[src/rtl/lut_equation_writer.sv]
// lut_equation_writer: runtime programmer for RAM-backed 4-input LUTs.
//
// A request (16-bit truth table plus LUT index) is accepted over a valid/ready
// handshake. The 16 truth-table bits are then written serially into the
// selected LUT, one address per cycle, with address 0 first.
//
// Ports:
//   clock, reset              sole clock; synchronous active-high reset
//   req_valid / req_ready     request handshake
//   req_lut_sel, req_equation request fields, sampled only at the handshake
//   lut_we                    one-hot write enable into the LUT bank
//   lut_addr, lut_din         shared address (A3..A0 = x,y,u,v) and data
//   busy                      high while a write sequence runs
//   done, err                 one-cycle completion pulse; err flags an
//                             out-of-range index
// Every output comes straight from a flop.
module lut_equation_writer #(
  parameter int unsigned NUM_LUTS = 16,
  parameter int unsigned SEL_W    = 4
) (
  input  logic                clock,
  input  logic                reset,
  input  logic                req_valid,
  output logic                req_ready,
  input  logic [SEL_W-1:0]    req_lut_sel,
  input  logic [15:0]         req_equation,
  output logic [NUM_LUTS-1:0] lut_we,
  output logic [3:0]          lut_addr,
  output logic                lut_din,
  output logic                busy,
  output logic                done,
  output logic                err
);

  typedef enum logic {StIdle, StWrite} state_e;

  state_e              state_q, state_d;
  logic [3:0]          cnt_q, cnt_d;
  logic [SEL_W-1:0]    sel_q, sel_d;
  logic [15:0]         eq_q, eq_d;
  logic [NUM_LUTS-1:0] we_q, we_d;
  logic                din_q, din_d;
  logic                ready_q, ready_d;
  logic                done_q, done_d;
  logic                err_q, err_d;
  logic [3:0]          cnt_inc;

  // An index outside the bank matches no bit, so the enable stays all-zero.
  function automatic logic [NUM_LUTS-1:0] decode(input logic [SEL_W-1:0] sel);
    logic [NUM_LUTS-1:0] dec;
    dec = '0;
    for (int unsigned i = 0; i < NUM_LUTS; i++) begin
      dec[i] = (32'(sel) == i);
    end
    return dec;
  endfunction

  assign cnt_inc = cnt_q + 4'd1;

  always_comb begin
    state_d = state_q;
    cnt_d   = cnt_q;
    sel_d   = sel_q;
    eq_d    = eq_q;
    we_d    = '0;
    din_d   = 1'b0;
    ready_d = 1'b0;
    done_d  = 1'b0;
    err_d   = 1'b0;
    case (state_q)
      StIdle: begin
        ready_d = 1'b1;
        if (req_valid && ready_q) begin
          state_d = StWrite;
          cnt_d   = 4'd0;
          sel_d   = req_lut_sel;
          eq_d    = req_equation;
          // Present address 0 in the first write cycle.
          we_d    = decode(req_lut_sel);
          din_d   = req_equation[0];
          ready_d = 1'b0;
        end
      end
      StWrite: begin
        if (cnt_q == 4'd15) begin
          state_d = StIdle;
          cnt_d   = 4'd0;
          ready_d = 1'b1;
          done_d  = 1'b1;
          err_d   = (32'(sel_q) >= NUM_LUTS);
        end else begin
          cnt_d = cnt_inc;
          we_d  = decode(sel_q);
          din_d = eq_q[cnt_inc];
        end
      end
      default: state_d = StIdle;
    endcase
  end

  always_ff @(posedge clock) begin
    if (reset) begin
      state_q <= StIdle;
      cnt_q   <= 4'd0;
      sel_q   <= '0;
      eq_q    <= 16'h0;
      we_q    <= '0;
      din_q   <= 1'b0;
      ready_q <= 1'b0;
      done_q  <= 1'b0;
      err_q   <= 1'b0;
    end else begin
      state_q <= state_d;
      cnt_q   <= cnt_d;
      sel_q   <= sel_d;
      eq_q    <= eq_d;
      we_q    <= we_d;
      din_q   <= din_d;
      ready_q <= ready_d;
      done_q  <= done_d;
      err_q   <= err_d;
    end
  end

  assign req_ready = ready_q;
  assign lut_we    = we_q;
  assign lut_addr  = cnt_q;
  assign lut_din   = din_q;
  assign busy      = (state_q == StWrite);
  assign done      = done_q;
  assign err       = err_q;

endmodule

[config.mk]
export PLATFORM = sky130hd
export DESIGN_NAME = lut_equation_writer
export DESIGN_NICKNAME = d
export VERILOG_FILES = /design/src/rtl/lut_equation_writer.sv
export SDC_FILE = /design/constraint.sdc
export NUM_CORES = 1
export LEC_CHECK = 0
export ABC_AREA = 1
export BUFFER_PORTS_ARGS = -buffer_cell sky130_fd_sc_hd__buf_2
export CORE_ASPECT_RATIO = 0.8
export CORE_MARGIN = 3
export CORE_UTILIZATION = 50
export CTS_CLUSTER_SIZE = 20
export DETAILED_ROUTE_END_ITERATION = 10
export GPL_TIMING_DRIVEN = 0
export PLACE_DENSITY = 0.74
export SYNTH_ARGS = -nofsm -noshare
export SYNTH_HDL_FRONTEND = slang
export SYNTH_SLANG_ARGS = --single-unit
[constraint.sdc]
create_clock -name clock -period 1.6 [get_ports clock]
set_clock_uncertainty 0.15 [all_clocks]
set_input_delay 0.16 -clock clock [delete_from_list [all_inputs] [get_ports clock]]
set_output_delay 0.16 -clock clock [all_outputs]
set_load 0.02 [all_outputs]
# ---- After elaboration in Yosys (flattened, before gate mapping)
# Cells that the tools add are included.
dict set report op_classes {
  addsub 1
  multipliers 0
  div_mod_pow 0
  n_lt_le_gt_ge 1
  n_eq_ne 32
  shifts 0
  n_mux 17
  bitwise 1
  reduce_logical 5
}
# op count
set op_table {}
lappend op_table {{$eq 4x4->1 const B} 17}
lappend op_table {{$eq 4x3->1 const B} 8}
lappend op_table {{$mux 16} 2}
lappend op_table {{$pmux 16 s2} 1}
lappend op_table {{$eq 4x2->1 const B} 4}
lappend op_table {{$eq 4x1->1 const B} 2}
lappend op_table {{$logic_not 4->1} 2}
lappend op_table {{$mux 4} 2}
lappend op_table {{$pmux 4 s2} 1}
lappend op_table {{$mux 1} 7}
lappend op_table {{$pmux 1 s2} 3}
lappend op_table {{$lt 4x5->1 const B} 1}
lappend op_table {{$add 4x1->4 const B} 1}
lappend op_table {{$bmux 1 s4} 1}
lappend op_table {{$ne 2x2->1 const B} 1}
lappend op_table {{$reduce_and 2->1} 1}
lappend op_table {{$reduce_or 2->1} 1}
lappend op_table {{$logic_and 1x1->1} 1}
lappend op_table {{$not 1->1} 1}
dict set report word_totals {
  reg_bits 44
  latch_bits 0
  ramBits 0
  mem_bits_ro 0
  inputBits 23
  output_inout_bits 25
  wordCells 65
  mem_count 0
}

# ---- Depth between registers and ports, before layout
# Gate-level depths: netlist of the first run.
dict set report depth {
  depth_word 5
  depth_mapped 9
  ltp_nobuf 8
}

# ---- Worst setup path before layout of the first run
# OpenSTA, ideal clock, no wires.
dict set report synth_timing {
  path_type {reg2reg}
  start {register cnt_q[0] (netlist: lut_addr[0])}
  end {register we_q[5] (netlist: lut_we[5])}
  setup_ps 132
  arrival_ps 1317
  setup_slack_ps 1
  stages_incl_launch_ff 8
  n_path_buf 1
  synth_period_minus_slack_ps 1599
  cell_sequence {dfxtp_1 > ha_1 > nand3_1 > nand2_2 > inv_2 > buf_4 > nand3_1 > a21oi_1}
}
dict set report synth_between {
  elab_chain_len 3
}
# item line
set synth_rtl {}
lappend synth_rtl {{start, declared} 38} ;# logic [3:0] cnt_q, cnt_d;
lappend synth_rtl {{start signal, assigned} 114} ;# cnt_q <= cnt_d;
lappend synth_rtl {{$eq 4x4->1} 85} ;# if (cnt_q == 4'd15) begin
lappend synth_rtl {{$mux 16} 85}
lappend synth_rtl {{$pmux 16 s2} 70} ;# case (state_q)
lappend synth_rtl {{end signal, assigned} 117} ;# we_q <= we_d;
lappend synth_rtl {{end, declared} 41} ;# logic [NUM_LUTS-1:0] we_q, we_d;
# Every way passes these cells.
# A chain may end at the register's enable or synchronous reset.

# ---- Worst setup path in the final report of the first run
dict set report layout_timing {
  start {register cnt_q[0] (netlist: lut_addr[0])}
  end {register we_q[12] (netlist: lut_we[12])}
}
# Same word-level chain as after synthesis.

==> run summary, run 1 <==
# DRC: 0
commonest cells after routing, fill and taps aside: buf_2, dfxtp_1, nand2_1, a21oi_1, nand3_1
status: finished clean
peak fanout along the critical path: 5
crit-path most repeated cell: nand3_1
largest area contributor in the netlist: dfxtp_1
Flop pwr share: 47.8%
leading post-synthesis cells by cell area: dfxtp_1, a21oi_1, nand3_1
Comb pwr share: 15.2%
P_sw: 0.625 mW
final core occ: 70.4%
Critical-path top delay cell: dfxtp_4
Rows: 19
Core Box Area: 3540 um^2
Setup crit end kind: flip-flop
Ant. Diodes: 0
HP Class: in2reg
initial cell density of the core: 53.7%
vias in the first global route: 1,561
Worst path top cell family by delay: simple AND/OR/NAND/NOR gates
post-synthesis average cell area: 7.40 um^2
largest net degree at the start of global routing: 14
Netlist Area Pre-Place: 1900 um^2
WL final: 4790 um
Setup TNS Final: 0 ps
I/O pins: 48
CTS buffer count: 5
Tmin final: 1540 ps
routed via count: 1,929
worst hold start: req_equation[9]
Unique masters post-synth: 26
buffers added on ports: 45
Reg2Reg Launch Point: lut_addr[0]
worst skew pair latency: 290 ps
drt pass-1 iters: 5
arrival time at the worst endpoint: 1600 ps
clock slew seen by the registers of the worst setup and hold paths: 80 ps
Clock Sink Count: 44
Final Hold Viols: 0
total power: 2.46 mW
Die H: 61.1 um
yosys warns: 0
fin crit share: 96.3%
layout cells sized above 1: 23.5%
global route overflow: 0
CTS max path bufs: 2
critical path buffer and inverter count: 0
#FFs+latches synth: 44
FILL cells: 292
Max Fclk: 0.649 GHz
die area: 4580 um^2
P_int: 1.84 mW
VDD IR-drop max: 0.584 mV
setup violators final: 0
MaxCap Viol Count: 0
first-pass GRT wire length: 7330 um
initial antenna violation count: 0
Final ANT Viol Nets: 0
leak pwr: 1.11 nW
Cell Chain, Critical Path: ha_4, nand3_1, nand2_4, nor2_2, nand3_1, a21oi_1
reg-to-reg setup timing slack: 60 ps
Slew Limit Fails: 0
initial DRC count: 168
Clk network pwr share: 37.0%
nets@finish: 347
crit-path max cell delay: 380 ps
Final Wtd Congestion: 0.966
critical path startpoint category: flip-flop
most common cell after layout, fill and taps aside: buf_2
P&R area growth vs syn: 31.3%
Switching Share: 25.4%
DR vias/cell: 5.27
Mapped Nets: 281
die width: 74.9 um
CTS tree: yes
worst setup path startpoint: lut_addr[0]
pwr dens: 987 nW/um^2
worst path required time: 1660 ps
crit path kind: reg2reg
post-synth top area share: 46.3%
H-Tree Depth: 2
gr usage total: 21.6%
routed length per instance: 13.1 um
DP HPWL: 3310 um
cells after synthesis: 257
register area share after synthesis: 46.3%
root buffer cell: clkbuf_8
[sequential cells by signal (all words and copies together), names as in the netlist]
signal and count:
busy 1, done 1, eq_q 16, lut_addr 4, lut_din 1, lut_we 16, req_ready 1, sel_q 4
[tightest hold or removal path, delay by kind of cell]
family,cells,cell delay (ps)
AOI/OAI and AO/OA,2,180
buffers and inverters,1,80
[cell type report]
| type | count | area (um^2) | share of cell area, % |
|---|---|---|---|
| clock inverters | 1 | 30.0 | 1.20 |
| well taps | 42 | 52.6 | 2.11 |
| inverters | 31 | 121 | 4.86 |
| multi-input cells | 169 | 871 | 34.9 |
| plain buffers | 12 | 67.6 | 2.71 |
| flip-flops and latches | 44 | 886 | 35.5 |
| repair buffers | 60 | 370 | 14.8 |
| clock buffers | 7 | 96.3 | 3.86 |
[repair_timing]
item                                    4_1_cts  5_1_grt
endpoints found under the hold margin        14        0
setup buffers                                 0        2
hold buffers                                 13        0
pin swaps                                     0        1
endpoints found under the setup margin       13       13
gates resized for setup                       5        7
[cells by family after synthesis]
group | Yosys count | synth area share [%]
AND/OR/NAND/NOR | 103 | 24.9
buffers and inverters | 44 | 9.87
adder cells (fa/ha/maj) | 1 | 0.658
flip-flops | 44 | 46.3
AO/OA/AOI/OAI | 60 | 15.8
XOR/XNOR | 4 | 2.24
other | 1 | 0.197
[power by group through the flow]
stage	Sequential, mW	Combinational, mW	Clock [mW]
after CTS	1.17	0.351	0.935
after global routing	1.18	0.413	0.975
after global placement	1.20	0.321	0
after floorplan	1.21	0.212	0
after detailed placement	1.20	0.323	0
final	1.18	0.373	0.911
[path summary, 6_finish.rpt]
kind           endpoint  cells past startpoint
min             eq_q[9]                      3
max reg2reg  lut_we[12]                      6
min reg2reg     eq_q[2]                      2
max          lut_we[12]                      6
[metrics by stage]
stage | setup WS [ps] | instances | hold slack, ps | area, um^2
after floorplan | 0.970 | 257 | 145 | 1900
after global placement | -43.9 | 344 | 248 | 2180
after detailed placement | -26.0 | 344 | 249 | 2180
after CTS | 17.8 | 364 | 1.54 | 2440
after global routing | -8.49 | 366 | 11.3 | 2490
final | 59.7 | 366 | 6.63 | 2490
[Yosys cell counts]
cell      number
a21oi_1       40
buf_2          3
buf_4          4
clkbuf_1       5
clkbuf_2       1
conb_1         1
dfxtp_1       44
ha_1           1
inv_1         29
inv_2          1
inv_4          1
nand2_1       41
nand2_2        1
nand3_1       32
nand3_2        1
nand4_1        3
nor2_1        19
nor2_4         1
nor3_1         3
nor3_2         1
nor3_4         1
o21ai_0       19
o21ai_1        1
xnor2_1        1
xnor2_2        1
xor2_1         2
[metal layers]
metal	global-route usage [%]	routed length, um
met1	31.1	2330
met4	8.88	81
met3	8.16	481
met2	28.7	1900
met5	0	0
(Power assumes the default switching activity.)
==> run 2: changes to the inputs <==
Settings changed: PLACE_DENSITY 0.74 to unset, PLACE_DENSITY_LB_ADDON set to 0.08.
==> run 2 against run 1 <==
  * Sequential power about the same
  * Non-clock buffer count grew 3
  * Combinational power is 1% higher
  * Highest routed layer unchanged
  * Cell count rose by 0.82%
  * Sequential share of layout area grew 0.25 points
  * First-iteration DRC count rose by 1.2%
  * Worst setup slack better by 32 ps
  * Global-route usage is 0.11 points higher
  * Critical path depth stayed put
  * Via count fell by 2.4%
  * Die area unchanged
  * Register-to-register slack better by 30 ps
==> run summary, run 2 (synthesis gave the netlist of run 1 again) <==
status: finished clean (unchanged)
first-pass GRT wire length: 7370 um (was 7330 um)
final worst slack: 91.7 ps (was 59.7 ps)
I/O pins: 48 (unchanged)
worst skew pair latency: 300 ps (was 290 ps)
met2 GRT Util: 28.5% (was 28.7%)
pwr dens: 919 nW/um^2 (was 987 nW/um^2)
register area: 887 um^2 (was 886 um^2)
arrival time at the worst endpoint: 1560 ps (was 1600 ps)
critical path buffer and inverter count: 0 (unchanged)
routed via count: 1,882 (was 1,929)
HP Class: in2reg (unchanged)
Core Box Area: 3540 um^2 (unchanged)
DR vias/cell: 5.10 (was 5.27)
leak pwr: 1.10 nW (was 1.11 nW)
buffers added on ports: 45 (unchanged)
global route overflow: 0 (unchanged)
Cell Chain, Critical Path: ha_4, nand3_1, nand2_4, nor2_2, nand3_1, a21oi_1 (unchanged)
initial cell density of the core: 53.7% (unchanged)
H-Tree Depth: 2 (unchanged)
dpl ws: -50.5 ps (was -26.0 ps)
crit-path max cell delay: 380 ps (about the same)
final non-filler cell area: 2480 um^2 (was 2490 um^2)
P&R area growth vs syn: 30.5% (was 31.3%)
gr usage total: 21.7% (was 21.6%)
Final ANT Viol Nets: 0 (unchanged)
Clk network pwr share: 31.9% (was 37.0%)
Clock Sink Count: 44 (unchanged)
CTS max path bufs: 2 (unchanged)
die width: 74.9 um (unchanged)
number of instances in the placed design: 344 (unchanged)
critical path startpoint category: flip-flop (unchanged)
Max Fclk: 0.663 GHz (was 0.649 GHz)
Critical-path top delay cell: dfxtp_4 (unchanged)
crit-path most repeated cell: nand3_1 (unchanged)
placed cell area: 2180 um^2 (unchanged)
Tmin final: 1510 ps (was 1540 ps)
commonest cells after routing, fill and taps aside: buf_2, nand2_1, dfxtp_1, a21oi_1, nand3_1 (was buf_2, dfxtp_1, nand2_1, a21oi_1, nand3_1)
Flop pwr share: 51.6% (was 47.8%)
vias in the first global route: 1,527 (was 1,561)
fin crit share: 94.3% (was 96.3%)
FILL cells: 285 (was 292)
Setup crit end kind: flip-flop (unchanged)
MaxCap Viol Count: 0 (unchanged)
# DRC: 0 (unchanged)
crit path kind: reg2reg (unchanged)
Switching Share: 27.9% (was 25.4%)
die area: 4580 um^2 (unchanged)
setup violators final: 0 (unchanged)
met3 Use GR: 6.20% (was 8.16%)
CTS tree: yes (unchanged)
initial DRC count: 170 (was 168)
final core occ: 70.0% (was 70.4%)
peak fanout along the critical path: 5 (unchanged)
final instance count without filler cells: 369 (was 366)
worst path required time: 1650 ps (was 1660 ps)
drt pass-1 iters: 4 (was 5)
CTS buffer count: 5 (unchanged)
nets@finish: 350 (was 347)
Setup TNS Final: 0 ps (unchanged)
DP HPWL: 3290 um (was 3310 um)
P_sw: 0.636 mW (was 0.625 mW)
Rows: 19 (unchanged)
root buffer cell: clkbuf_8 (unchanged)
Final Hold Viols: 0 (unchanged)
most common cell after layout, fill and taps aside: buf_2 (unchanged)
Comb pwr share: 16.5% (was 15.2%)
unrepaired setup endpoints after global routing: false
layout cells sized above 1: 23.2% (was 23.5%)
Final Wtd Congestion: 0.993 (was 0.966)
area occupied by multi-input gates: 865 um^2 (was 871 um^2)
Ant. Diodes: 0 (unchanged)
WL final: 4740 um (was 4790 um)
clock slew seen by the registers of the worst setup and hold paths: 80 ps (about the same)
GRT met1 Usage: 33.3% (was 31.1%)
Slew Limit Fails: 0 (unchanged)
initial antenna violation count: 0 (unchanged)
VDD IR-drop max: 0.807 mV (was 0.584 mV)
routed length per instance: 12.8 um (was 13.1 um)
largest net degree at the start of global routing: 13 (was 14)
Top Usage Layer GRT: met1 (unchanged)
Worst path top cell family by delay: simple AND/OR/NAND/NOR gates (unchanged)
P_int: 1.64 mW (was 1.84 mW)
Die H: 61.1 um (unchanged)
## run 2: per-stage QoR
step / hold WS (ps) / power [mW]
6_report: 15.9 / 2.28
5_1_grt: 44.5 / 2.38
4_1_cts: 11.9 / 2.26
3_5_place_dp: 251 / 1.52
3_3_place_gp: 245 / 1.52
2_1_floorplan: 145 / 1.42
## run 2: path summary, 6_finish.rpt
kind                 to  cells past startpoint  slack [ps]             from
max          lut_we[12]                      6          90      lut_addr[0]
min             eq_q[7]                      3          20  req_equation[7]
max reg2reg  lut_we[12]                      6          90      lut_addr[0]
min reg2reg     eq_q[8]                      2         310          eq_q[8]
## run 2: layout make-up
cell class | count | area share [%]
repair buffers | 63 | 16.0
inverters | 31 | 4.89
multi-input cells | 169 | 34.8
well taps | 42 | 2.12
flip-flops and latches | 44 | 35.8
clock buffers | 8 | 3.63
plain buffers | 12 | 2.72
## run 2: timing repair
action / CTS / global route
pin swaps: 0 / 1
setup buffers: 0 / 3
hold buffers: 15 / 0
endpoints found under the hold margin: 16 / 0
resized for setup: 6 / 6
endpoints found under the setup margin: 13 / 18
## run 2: per-layer routing
| metal | share of wire, % | vias up |
|---|---|---|
| met3 | 9.1 | 8 |
| met4 | 1.4 | 0 |
| met1 | 51 | 822 |
| li1 | - | 971 |
| met2 | 38 | 81 |
| met5 | 0 | - |
## run 2: power groups by stage
stage	clock, mW	sequential [mW]	combinational (mW)
after floorplan	0	1.21	0.212
after global placement	0	1.20	0.320
after detailed placement	0	1.20	0.325
after CTS	0.732	1.17	0.356
after global routing	0.776	1.18	0.418
final	0.727	1.18	0.377
## run 2: tightest hold or removal path, delay by kind of cell
kind            cells  cell delay [ps]
buf+inv             1               70
compound gates      2              190
==> run 3: changes to the inputs <==
Settings changed: REMOVE_ABC_BUFFERS set to 1.
==> run 3 against run 2 <==
  * Sequential power barely moved
  * Maximum frequency rose by 0.88%
  * Global-route usage fell by 1.9 points
  * Critical endpoint unchanged
==> run summary, run 3 (synthesis gave the netlist of run 1 again) <==
vias in the first global route: 1,499 (was 1,527)
number of instances in the placed design: 332 (was 344)
gr usage total: 19.8% (was 21.7%)
H-Tree Depth: 2 (unchanged)
FF-to-FF End: lut_we[12] (unchanged)
largest net degree at the start of global routing: 38 (was 13)
routed via count: 1,817 (was 1,882)
fin crit share: 93.4% (was 94.3%)
Setup crit end kind: flip-flop (unchanged)
Clock Sink Count: 44 (unchanged)
nets@finish: 335 (was 350)
Slew Limit Fails: 0 (unchanged)
final instance count without filler cells: 353 (was 369)
commonest cells after routing, fill and taps aside: buf_2, dfxtp_1, nand2_1, a21oi_1, nand3_1 (was buf_2, nand2_1, dfxtp_1, a21oi_1, nand3_1)
Tmin final: 1500 ps (was 1510 ps)
DR vias/cell: 5.15 (was 5.10)
Die H: 61.1 um (unchanged)
R2R depth: 6 (unchanged)
leak pwr: 1.05 nW (was 1.10 nW)
critical path startpoint category: flip-flop (unchanged)
pwr dens: 949 nW/um^2 (was 919 nW/um^2)
peak fanout along the critical path: 5 (unchanged)
status: finished clean (unchanged)
FILL cells: 333 (was 285)
WL final: 4440 um (was 4740 um)
HP Class: in2reg (unchanged)
VDD IR-drop max: 0.797 mV (was 0.807 mV)
Hold Path Sink: eq_q[1] (was eq_q[7])
I/O pins: 48 (unchanged)
Final Wtd Congestion: 0.933 (was 0.993)
initial DRC count: 138 (was 170)
die width: 74.9 um (unchanged)
unrepaired setup endpoints after global routing: false (unchanged)
crit path kind: reg2reg (unchanged)
Max Fclk: 0.669 GHz (was 0.663 GHz)
Cells on Worst Hold Path: 3 (unchanged)
Ant. Diodes: 0 (unchanged)
total power: 2.26 mW (was 2.28 mW)
P&R area growth vs syn: 25.1% (was 30.5%)
initial cell density of the core: 53.7% (unchanged)
layout cells sized above 1: 23.2% (about the same)
first-pass GRT wire length: 6870 um (was 7370 um)
Final ANT Viol Nets: 0 (unchanged)
routed length per instance: 12.6 um (was 12.8 um)
most common cell after layout, fill and taps aside: buf_2 (unchanged)
buffers added on ports: 46 (was 45)
CTS tree: yes (unchanged)
CTS max path bufs: 2 (unchanged)
CTS buffer count: 5 (unchanged)
drt pass-1 iters: 4 (unchanged)
setup violators final: 0 (unchanged)
arrival time at the worst endpoint: 1560 ps (about the same)
global route overflow: 0 (unchanged)
die area: 4580 um^2 (unchanged)
initial antenna violation count: 0 (unchanged)
root buffer cell: clkbuf_8 (unchanged)
worst path required time: 1660 ps (was 1650 ps)
worst skew pair latency: 280 ps (was 300 ps)
Final Hold Viols: 0 (unchanged)
MaxCap Viol Count: 0 (unchanged)
# DRC: 0 (unchanged)
final core occ: 67.1% (was 70.0%)
Rows: 19 (unchanged)
Core Box Area: 3540 um^2 (unchanged)
DP HPWL: 2930 um (was 3290 um)
clock slew seen by the registers of the worst setup and hold paths: 80 ps (about the same)
worst hold start: req_equation[1] (was req_equation[7])
Reg2Reg Launch Point: lut_addr[0] (unchanged)
reg-to-reg setup timing slack: 100 ps (was 90 ps)
==> run 3: critical path: stages, from the launching register on <==
cell and delay, ps:
dfxtp_4 370, ha_4 180, nand3_1 110, nand2_2 130, nor2_1 200, nand3_1 130
a21oi_1 150
==> run 3: area by class of cell <==
class	instances	area [um^2]	area share (%)
sequential	44	886	37.2
multi-input combinational	169	857	36.0
timing repair buffer	60	362	15.2
clock buffer	7	96.3	4.05
tap	42	52.6	2.21
inverter	31	125	5.26
==> run 3: layer usage <==
| metal | GRT usage [%] | wire (um) | up-vias |
|---|---|---|---|
| met5 | 0 | 0 | - |
| met4 | 5.33 | 0 | 0 |
| met1 | 29.3 | 2190 | 799 |
| li1 | - | - | 944 |
| met2 | 28.9 | 1860 | 74 |
| met3 | 4.89 | 387 | 0 |
==> run 3: timing repair <==
item / CTS / global route
pin swaps: 1 / 0
resized for setup: 4 / 6
hold buffers: 9 / 0
setup endpoints to repair: 36 / 19
hold endpoints to repair: 9 / 0
setup buffers: 1 / 4
==> run 3: worst max path at each step <==
stage	end	start	slack [ps]	cells after the start
after floorplan	lut_din	lut_addr[0]	-110	8
final	lut_we[12]	lut_addr[0]	100	6
after global placement	lut_din	lut_addr[0]	-250	7
after detailed placement	lut_din	lut_addr[0]	-280	7
after global routing	lut_we[15]	lut_addr[0]	2	6
after CTS	lut_din	lut_addr[0]	-40	7
==> run 3: power breakdown <==
group          leakage (nW)  internal, mW  switching [mW]
clock network        0.0503         0.385           0.349
registers             0.359          1.15          0.0289
logic                 0.640         0.127           0.221
total                  1.05          1.66           0.599
==> run 3: through the flow <==
| stage | hold WS, ps | setup slack (ps) | setup TNS, ps | instance area, um^2 |
|---|---|---|---|---|
| global placement | 232 | -249 | -3210 | 2110 |
| CTS | 3.77 | -38.5 | -54.9 | 2320 |
| floorplan | 79.1 | -112 | -837 | 1830 |
| detailed placement | 242 | -277 | -3570 | 2110 |
| finish | 8.72 | 105 | 0 | 2380 |
| global route | 8.76 | 1.96 | 0 | 2380 |
